===== config.mk =====
export PLATFORM = sky130hd
export DESIGN_NAME = ext_frame_buf_ctrl
export DESIGN_NICKNAME = d
export VERILOG_FILES = /design/src/rtl/nova_frame_buf_pkg.sv /design/src/rtl/frame_buf_rd_pipe.sv /design/src/rtl/ext_frame_buf_ctrl.sv
export SDC_FILE = /design/constraint.sdc
export NUM_CORES = 1
export LEC_CHECK = 0
export CORE_UTILIZATION = 42
export CTS_CLUSTER_DIAMETER = 150
export CTS_CLUSTER_SIZE = 8
export DETAILED_ROUTE_END_ITERATION = 7
export PLACE_DENSITY_LB_ADDON = 0.2
export RECOVER_POWER = 25
export SYNTH_ARGS = -nofsm -noshare
export SYNTH_HDL_FRONTEND = slang
export SYNTH_HIERARCHICAL = 1
export SYNTH_SLANG_ARGS = --single-unit

===== constraint.sdc =====
create_clock -name clk -period 3.48 [get_ports clk]
set_clock_uncertainty 0.1 [all_clocks]
set_input_delay 0.522 -clock clk [delete_from_list [all_inputs] [get_ports clk]]
set_output_delay 0.522 -clock clk [all_outputs]
set_load 0.05 [all_outputs]

===== src/rtl/nova_frame_buf_pkg.sv =====
// Shared definitions for the external frame buffer controller:
// control FSM encoding, legal parameter ranges and index rotation.
package nova_frame_buf_pkg;

    typedef enum logic [1:0] {
        ST_IDLE  = 2'd0,
        ST_RUN   = 2'd1,
        ST_DRAIN = 2'd2
    } fb_state_e;

    localparam int NUM_BUF_MIN = 2;
    localparam int NUM_BUF_MAX = 4;
    localparam int RD_LAT_MIN  = 1;
    localparam int RD_LAT_MAX  = 4;

    // Next buffer in the rotation, wrapping after the last one
    function automatic logic [1:0] fb_next_idx(input logic [1:0] idx,
                                               input int num_buf);
        return (idx == 2'(num_buf - 1)) ? 2'd0 : idx + 2'd1;
    endfunction

endpackage


===== src/rtl/frame_buf_rd_pipe.sv =====
// Read-return pipeline: tracks in-flight reads and the buffer each one
// was issued to, then selects the matching RAM data when it returns.
module frame_buf_rd_pipe
    import nova_frame_buf_pkg::*;
#(
    parameter int DATA_W  = 32,
    parameter int NUM_BUF = 3,
    parameter int RD_LAT  = 1
) (
    input  logic                      clk,
    input  logic                      reset_n,
    input  logic                      acc_i,
    input  logic [1:0]                idx_i,
    input  logic [NUM_BUF*DATA_W-1:0] ram_data_i,
    output logic [DATA_W-1:0]         dout_o,
    output logic                      valid_o,
    output logic                      busy_o
);

    localparam int DEPTH = RD_LAT + 1;

    if (RD_LAT < RD_LAT_MIN || RD_LAT > RD_LAT_MAX) begin : g_bad_rd_lat
        $error("frame_buf_rd_pipe: RD_LAT out of range");
    end

    logic [DEPTH-1:0] vld_q;
    logic [1:0]       idx_q [DEPTH];

    // Shift each accepted read and its source buffer along with the RAM latency
    always_ff @(posedge clk or negedge reset_n) begin
        if (!reset_n) begin
            vld_q <= '0;
            for (int i = 0; i < DEPTH; i++) idx_q[i] <= '0;
        end else begin
            vld_q    <= {vld_q[DEPTH-2:0], acc_i};
            idx_q[0] <= idx_i;
            for (int i = 1; i < DEPTH; i++) idx_q[i] <= idx_q[i-1];
        end
    end

    // Returned word comes from the buffer captured at acceptance time
    always_comb begin
        dout_o = '0;
        for (int k = 0; k < NUM_BUF; k++) begin
            if (vld_q[DEPTH-1] && idx_q[DEPTH-1] == 2'(k))
                dout_o = ram_data_i[k*DATA_W +: DATA_W];
        end
    end

    assign valid_o = vld_q[DEPTH-1];
    assign busy_o  = |vld_q;

endmodule


===== src/rtl/ext_frame_buf_ctrl.sv =====
// Rotates NUM_BUF external frame RAMs between display-write and
// reference-read roles, swapping once in-flight reads have drained.
module ext_frame_buf_ctrl
    import nova_frame_buf_pkg::*;
#(
    parameter int DATA_W  = 32,
    parameter int ADDR_W  = 14,
    parameter int NUM_BUF = 3,
    parameter int RD_LAT  = 1
) (
    input  logic                      clk,
    input  logic                      reset_n,
    input  logic                      end_of_one_frame,
    input  logic                      ref_frame_RAM_rd,
    input  logic [ADDR_W-1:0]         ref_frame_RAM_rd_addr,
    output logic                      ref_rd_ready,
    output logic [DATA_W-1:0]         ref_frame_RAM_dout,
    output logic                      ref_dout_valid,
    input  logic                      dis_frame_RAM_wr,
    input  logic [ADDR_W-1:0]         dis_frame_RAM_wr_addr,
    output logic                      dis_wr_ready,
    output logic [NUM_BUF-1:0]        ext_RAM_cs_n,
    output logic [NUM_BUF-1:0]        ext_RAM_wr,
    output logic [NUM_BUF*ADDR_W-1:0] ext_RAM_addr,
    input  logic [NUM_BUF*DATA_W-1:0] ext_RAM_data,
    output logic [1:0]                wr_idx,
    output logic [1:0]                ref_idx,
    output logic                      ref_avail
);

    if (NUM_BUF < NUM_BUF_MIN || NUM_BUF > NUM_BUF_MAX) begin : g_bad_num_buf
        $error("ext_frame_buf_ctrl: NUM_BUF out of range");
    end

    fb_state_e state_q;
    logic [1:0] wr_idx_q, wr_idx_d, ref_idx_q;
    logic avail_q, rd_rdy_q, wr_rdy_q;
    logic rd_acc, wr_acc, busy;
    logic [NUM_BUF-1:0] cs_n_q, wr_q;
    logic [NUM_BUF*ADDR_W-1:0] addr_q;

    assign rd_acc   = ref_frame_RAM_rd & rd_rdy_q;
    assign wr_acc   = dis_frame_RAM_wr & wr_rdy_q;
    assign wr_idx_d = fb_next_idx(wr_idx_q, NUM_BUF);

    // Role FSM: swap on first frame end, later swaps wait for reads to drain
    always_ff @(posedge clk or negedge reset_n) begin
        if (!reset_n) begin
            state_q   <= ST_IDLE;
            wr_idx_q  <= 2'd0;
            ref_idx_q <= 2'(NUM_BUF - 1);
            avail_q   <= 1'b0;
            rd_rdy_q  <= 1'b0;
            wr_rdy_q  <= 1'b1;
        end else begin
            unique case (state_q)
                ST_IDLE: if (end_of_one_frame) begin
                    state_q   <= ST_RUN;
                    ref_idx_q <= wr_idx_q;
                    wr_idx_q  <= wr_idx_d;
                    avail_q   <= 1'b1;
                    rd_rdy_q  <= 1'b1;
                end
                ST_RUN: if (end_of_one_frame) begin
                    state_q  <= ST_DRAIN;
                    rd_rdy_q <= 1'b0;
                    wr_rdy_q <= 1'b0;
                end
                ST_DRAIN: if (!busy) begin
                    state_q   <= ST_RUN;
                    ref_idx_q <= wr_idx_q;
                    wr_idx_q  <= wr_idx_d;
                    avail_q   <= 1'b1;
                    rd_rdy_q  <= 1'b1;
                    wr_rdy_q  <= 1'b1;
                end
                default: state_q <= ST_IDLE;
            endcase
        end
    end

    // Registered per-buffer strobes; idle buffers keep their last address
    always_ff @(posedge clk or negedge reset_n) begin
        if (!reset_n) begin
            cs_n_q <= '1;
            wr_q   <= '0;
            addr_q <= '0;
        end else begin
            for (int k = 0; k < NUM_BUF; k++) begin
                if (wr_acc && wr_idx_q == 2'(k)) begin
                    cs_n_q[k] <= 1'b0;
                    wr_q[k]   <= 1'b1;
                    addr_q[k*ADDR_W +: ADDR_W] <= dis_frame_RAM_wr_addr;
                end else if (rd_acc && ref_idx_q == 2'(k)) begin
                    cs_n_q[k] <= 1'b0;
                    wr_q[k]   <= 1'b0;
                    addr_q[k*ADDR_W +: ADDR_W] <= ref_frame_RAM_rd_addr;
                end else begin
                    cs_n_q[k] <= 1'b1;
                    wr_q[k]   <= 1'b0;
                end
            end
        end
    end

    frame_buf_rd_pipe #(
        .DATA_W  (DATA_W),
        .NUM_BUF (NUM_BUF),
        .RD_LAT  (RD_LAT)
    ) u_rd_pipe (
        .clk        (clk),
        .reset_n    (reset_n),
        .acc_i      (rd_acc),
        .idx_i      (ref_idx_q),
        .ram_data_i (ext_RAM_data),
        .dout_o     (ref_frame_RAM_dout),
        .valid_o    (ref_dout_valid),
        .busy_o     (busy)
    );

    assign ref_rd_ready = rd_rdy_q;
    assign dis_wr_ready = wr_rdy_q;
    assign ext_RAM_cs_n = cs_n_q;
    assign ext_RAM_wr   = wr_q;
    assign ext_RAM_addr = addr_q;
    assign wr_idx       = wr_idx_q;
    assign ref_idx      = ref_idx_q;
    assign ref_avail    = avail_q;

endmodule


== Word level (Yosys, flattened, before mapping) ==
Index checks and enable logic that the tools add are counted.

* Add/subtract/negate cells: 1
* Equality and inequality tests: 11
* Muxes and demuxes: 35
* Bitwise logic cells: 2
* Reductions and logical operators: 24

{| class="wikitable"
|+ Operators with widths
! kind !! count
|-
| $mux W32 || 3
|-
| $mux W14 || 6
|-
| $mux W2 || 8
|-
| $mux W1 || 12
|-
| $reduce_bool A2 Y1 || 5
|-
| $logic_and A1 B1 Y1 || 9
|-
| $reduce_and A3 Y1 || 3
|-
| $eq A2 B1 Y1 const B || 4
|-
| $eq A2 B2 Y1 const B || 4
|-
| $logic_not A2 Y1 || 4
|-
| $pmux W2 S2 || 2
|-
| $ne A2 B2 Y1 const B || 3
|-
| $pmux W2 S3 || 1
|-
| $pmux W1 S2 || 2
|-
| $reduce_and A4 Y1 || 1
|-
| $pmux W1 S3 || 1
|-
| $reduce_bool A3 Y1 || 1
|-
| $add A2 B1 Y2 const B || 1
|-
| $and A1 B1 Y1 || 2
|-
| $reduce_or A2 Y1 || 1
|}

* Register bits after elaboration: 63
* Bits of input ports: 129
* Output and inout bits: 88
* Logic and storage cells: 87

== Depth between registers and ports, before layout ==
* Depth after elaboration: 5
* Gate-level depth with buffers: 5
* Gate-level depth less buffers: 4

== Hierarchy ==
The synthesis kept the hierarchy.

{| class="wikitable"
|+ Modules (own cells, without submodules)
! module !! times used !! cells an instance !! area each (sq um) !! sequential area each (sq um)
|-
| ext_frame_buf_ctrl || 1 || 233 || 2572.5 || 1432.6
|-
| frame_buf_rd_pipe || 1 || 152 || 1212.4 || 150.1
|}

== Worst setup path before layout ==
Ideal clock, no wire load.

* Path type: register to output
* From: register u_rd_pipe.vld_q[1]
* To: output ref_frame_RAM_dout[0]
* Arrival time: 1.355 ns
* Data required time: 2.858 ns
* Path slack: 1.503 ns
* Stages on the path, launching flop included: 3
* Path buffers: 1
* Path through: dfrtp_1 > clkbuf_1 > and2_1

* Word-level cells in the longest chain between the ends: 4
* Elaborated cells on any way between the ends: 6
* Classes of those cells: 3 x mux; 3 x reduce/logical

{| class="wikitable"
|+ Ends and longest elaborated chain
! what !! RTL line !! RTL
|-
| start: declaration || frame_buf_rd_pipe.sv:26 || <nowiki>logic [DEPTH-1:0] vld_q;</nowiki>
|-
| start signal: assignment || frame_buf_rd_pipe.sv:35 || <nowiki>vld_q <= {vld_q[DEPTH-2:0], acc_i};</nowiki>
|-
| $logic_and A1 B1 Y1 || frame_buf_rd_pipe.sv:45 || <nowiki>if (vld_q[DEPTH-1] && idx_q[DEPTH-1] == 2'(k))</nowiki>
|-
| $mux W32 (2 in series) || frame_buf_rd_pipe.sv:45 ||
|-
| $mux W32 * || frame_buf_rd_pipe.sv:45 ||
|-
| end: declaration || ext_frame_buf_ctrl.sv:17 || <nowiki>output logic [DATA_W-1:0] ref_frame_RAM_dout,</nowiki>
|}

Mark *: on every way between the ends. The rest lies on a longest branch, timed or not.

== Final worst setup path ==
* From: register u_rd_pipe/idx_q[0] in the netlist's numbering
* To: output ref_frame_RAM_dout[27]

* Word-level cells in the longest chain between the ends: 5
* Elaborated cells on any way between the ends: 9
* Classes of those cells: 2 x eq/ne; 3 x mux; 4 x reduce/logical

{| class="wikitable"
|+ Ends and longest elaborated chain
! what !! RTL line !! RTL
|-
| start: declaration || frame_buf_rd_pipe.sv:27 || <nowiki>logic [1:0] idx_q [DEPTH];</nowiki>
|-
| $logic_not A2 Y1 || frame_buf_rd_pipe.sv:45 ||
|-
| $logic_and A1 B1 Y1 || frame_buf_rd_pipe.sv:45 ||
|-
| $mux W32 (2 in series) || frame_buf_rd_pipe.sv:45 ||
|-
| $mux W32 * || frame_buf_rd_pipe.sv:45 ||
|}

Marked as above.

==> impl_metrics.toml <==
[logic_synthesis]
synth.most_common_cell = "mux2i_1"
ys_seq_area_share_pct = 41.82
synth_seq_cells = 63
synth-edff-count = 0
yosysUniqueCellTypes = 28
async_reset_ff_share_pct = 100.0
yosys.area.top_type = "dfrtp_1"
synth_warnings = 6
synthTopCellsByCount = "74 x mux2i_1, 58 x dfrtp_1, 38 x o21ai_1"
syn-num-nets = 514
synth.avg_cell_area_um2 = 9.831
synthFlopType = "dfrtp_1"
netlist_instances = 385
synth_top_area_share_pct = 38.35
syn-cell-area_um2 = 3785
synthTopCellsByArea = "dfrtp_1 38%, mux2i_1 20%, nand3b_1 6.5%, and2_1 5.6%, o21ai_1 5.0%"

[timing]
holdWs_ns = 0.2426
worst-slew-pin-transition_ns = 1.101
slew_headroom_pct = 26.61
finalWorstPathRequiredPeriod_ns = 3.031
final-hold-violation-count = 0
rsz0062_at_grt = "false"
fmax_ghz = 0.3299
fin_tns_setup_ns = 0
setup_viol = 0
min_period_over_period_pct = 87.10
drv_slew = 0

[critical_path]
worstPathMaxFanout = 22
worst_ep_required_time_ns = 2.86
start_kind = "flip-flop"
path_class = "flip-flop to primary output"
worstSetupEndpointType = "primary output"
arrival_ns = 2.41

[global_routing]
grt_pass1_vias = 3550
antenna_found_initial = 0
grt_max_degree = 65
grt_pass1_wl_um = 18290
grt.total_usage_pct = 24.41
grt_overflow = 0

[cts]
holdBufCountCts = 0
numCtsBuffers = 9
tritoncts = "yes"
htree_levels = 3
clk_pin_slew_ns = 0.08
cts_setup_buffers = 0
ctsResizeCount = 0
cts_num_sinks = 63
clock_path_buffers = 2
cts-root-buf = "clkbuf_8"
insertion_delay_ns = 0.33

[detailed_routing]
drc = 0
wl_um = 11380
dr.pass1.iters = 4
vias = 3569
drt-wirelength-per-cell_um = 16.19
postRouteAntennaNets = 0
drt_iter0_drc = 107
viasPerCell = 5.077

[pwr]
power_per_cell_area_nw_per_um2 = 908.6
leakage_nw = 2.612
peakVddDrop_mv = 0.7958

[floorplan]
initial_core_util_pct = 43.40
ioPinCount = 217
die_y_um = 96.93
row_count = 34
die_w_um = 96.93
dieArea_um2 = 9395
core_um2 = 8721

[final_layout]
stdcell_area_um2 = 6118
multi_input_area_um2 = 1957
diodes = 0
drive_gt1_share_pct = 6.723
utilization_pct = 70.16
syn_to_final_growth_pct = 61.65
ff_latch_area_um2 = 1585
fin_nets = 719
fillers = 712
instances_no_fill = 703

[place]
place.gp.congestion = 0.7965
place_hpwl_um = 8445
dpl_cell_area_um2 = 5926
io_buffers = 216
dp_cells = 687

[flow_run]
drv.max_cap_violation_count = 0

[status]
status = "finished clean"

[hold_path]
hold_path.class = "input port to async pin"
[metal layers]
layer	up-vias	part of all wire [%]	global-route usage [%]
met5	-	0	0
met4	0	1.8	7.003
met3	17	6.9	6.864
met2	138	51	43.55
met1	1663	40	28.39
li1	1751	-	-
[cell type report]
class	instances	area share, %
repair buffers	224	36.38
inverters	5	0.3067
flip-flops and latches	63	25.91
multi-input cells	287	31.98
clock inverters	7	1.186
well taps	108	2.209
clock buffers	9	2.025
[metrics by stage]
| stage | worst slack (ns) | total power, mW |
|---|---|---|
| 2_1_floorplan | 1.503 | 3.859 |
| 3_3_place_gp | 0.6673 | 4.902 |
| 3_5_place_dp | 0.6755 | 4.961 |
| 4_1_cts | 0.4197 | 5.603 |
| 5_1_grt | 0.2910 | 5.861 |
| 6_report | 0.4490 | 5.559 |
[cell families after synthesis]
group,Yosys count,synth area share [%]
compound gates,82,11.21
xor+xnor,1,0.2314
buf+inv,35,6.479
flops,63,41.82
mux,77,20.46
simple gates,127,19.80
[path summary, 6_finish.rpt]
| kind | start | end | slack (ns) | depth (start not counted) |
|---|---|---|---|---|
| hold / removal | reset_n | ext_RAM_wr[1] | 0.24 | 1 |
| max in group asynchronous | reset_n | u_rd_pipe/idx_q[1] | 1.30 | 2 |
| setup / recovery | u_rd_pipe/idx_q[0] | ref_frame_RAM_dout[27] | 0.45 | 5 |
| min in group clk | u_rd_pipe/idx_q[2] | u_rd_pipe/idx_q[0] | 0.26 | 0 |
| hold reg to reg | u_rd_pipe/idx_q[2] | u_rd_pipe/idx_q[0] | 0.26 | 0 |
| setup reg to reg | u_rd_pipe/vld_q[1] | wr_idx[0] | 1.28 | 4 |
[power breakdown]
part | leakage [nW] | internal [mW] | switching [mW]
clock | 0.0956 | 0.331 | 0.292
sequential | 0.748 | 1.08 | 0.289
combinational | 1.77 | 1.38 | 2.18
total | 2.61 | 2.80 | 2.76
[registers in the layout, indices dropped and copies added, names as in the netlist]
name,cells
ref_avail,1
dis_wr_ready,1
u_rd_pipe/vld_q,2
u_rd_pipe/idx_q,4
ref_idx,2
ref_rd_ready,1
wr_idx,2
state_q,2
ext_RAM_cs_n,3
ext_RAM_addr,42
ext_RAM_wr,3
[critical path, stage by stage (launching register included)]
cell and delay (ns):
dfrtp_2 0.63, buf_4 0.28, mux2i_1 0.20, o21ai_1 0.07
and2_1 0.17, clkdlybuf4s50_1 0.72
[cell usage in the layout (no fill, tap or decap), types with 3 or more instances in the layout]
master / n
nand2_1: 16
and2_1: 34
clkbuf_8: 9
o21ai_1: 38
nor2_1: 33
mux2i_1: 74
dfrtp_1: 56
dfstp_2: 4
a21oi_1: 29
o21ai_0: 12
mux2_2: 3
inv_1: 5
nand3b_1: 33
clkdlybuf4s50_1: 214
buf_4: 6
No activity file was read; power rests on OpenSTA's default activity.
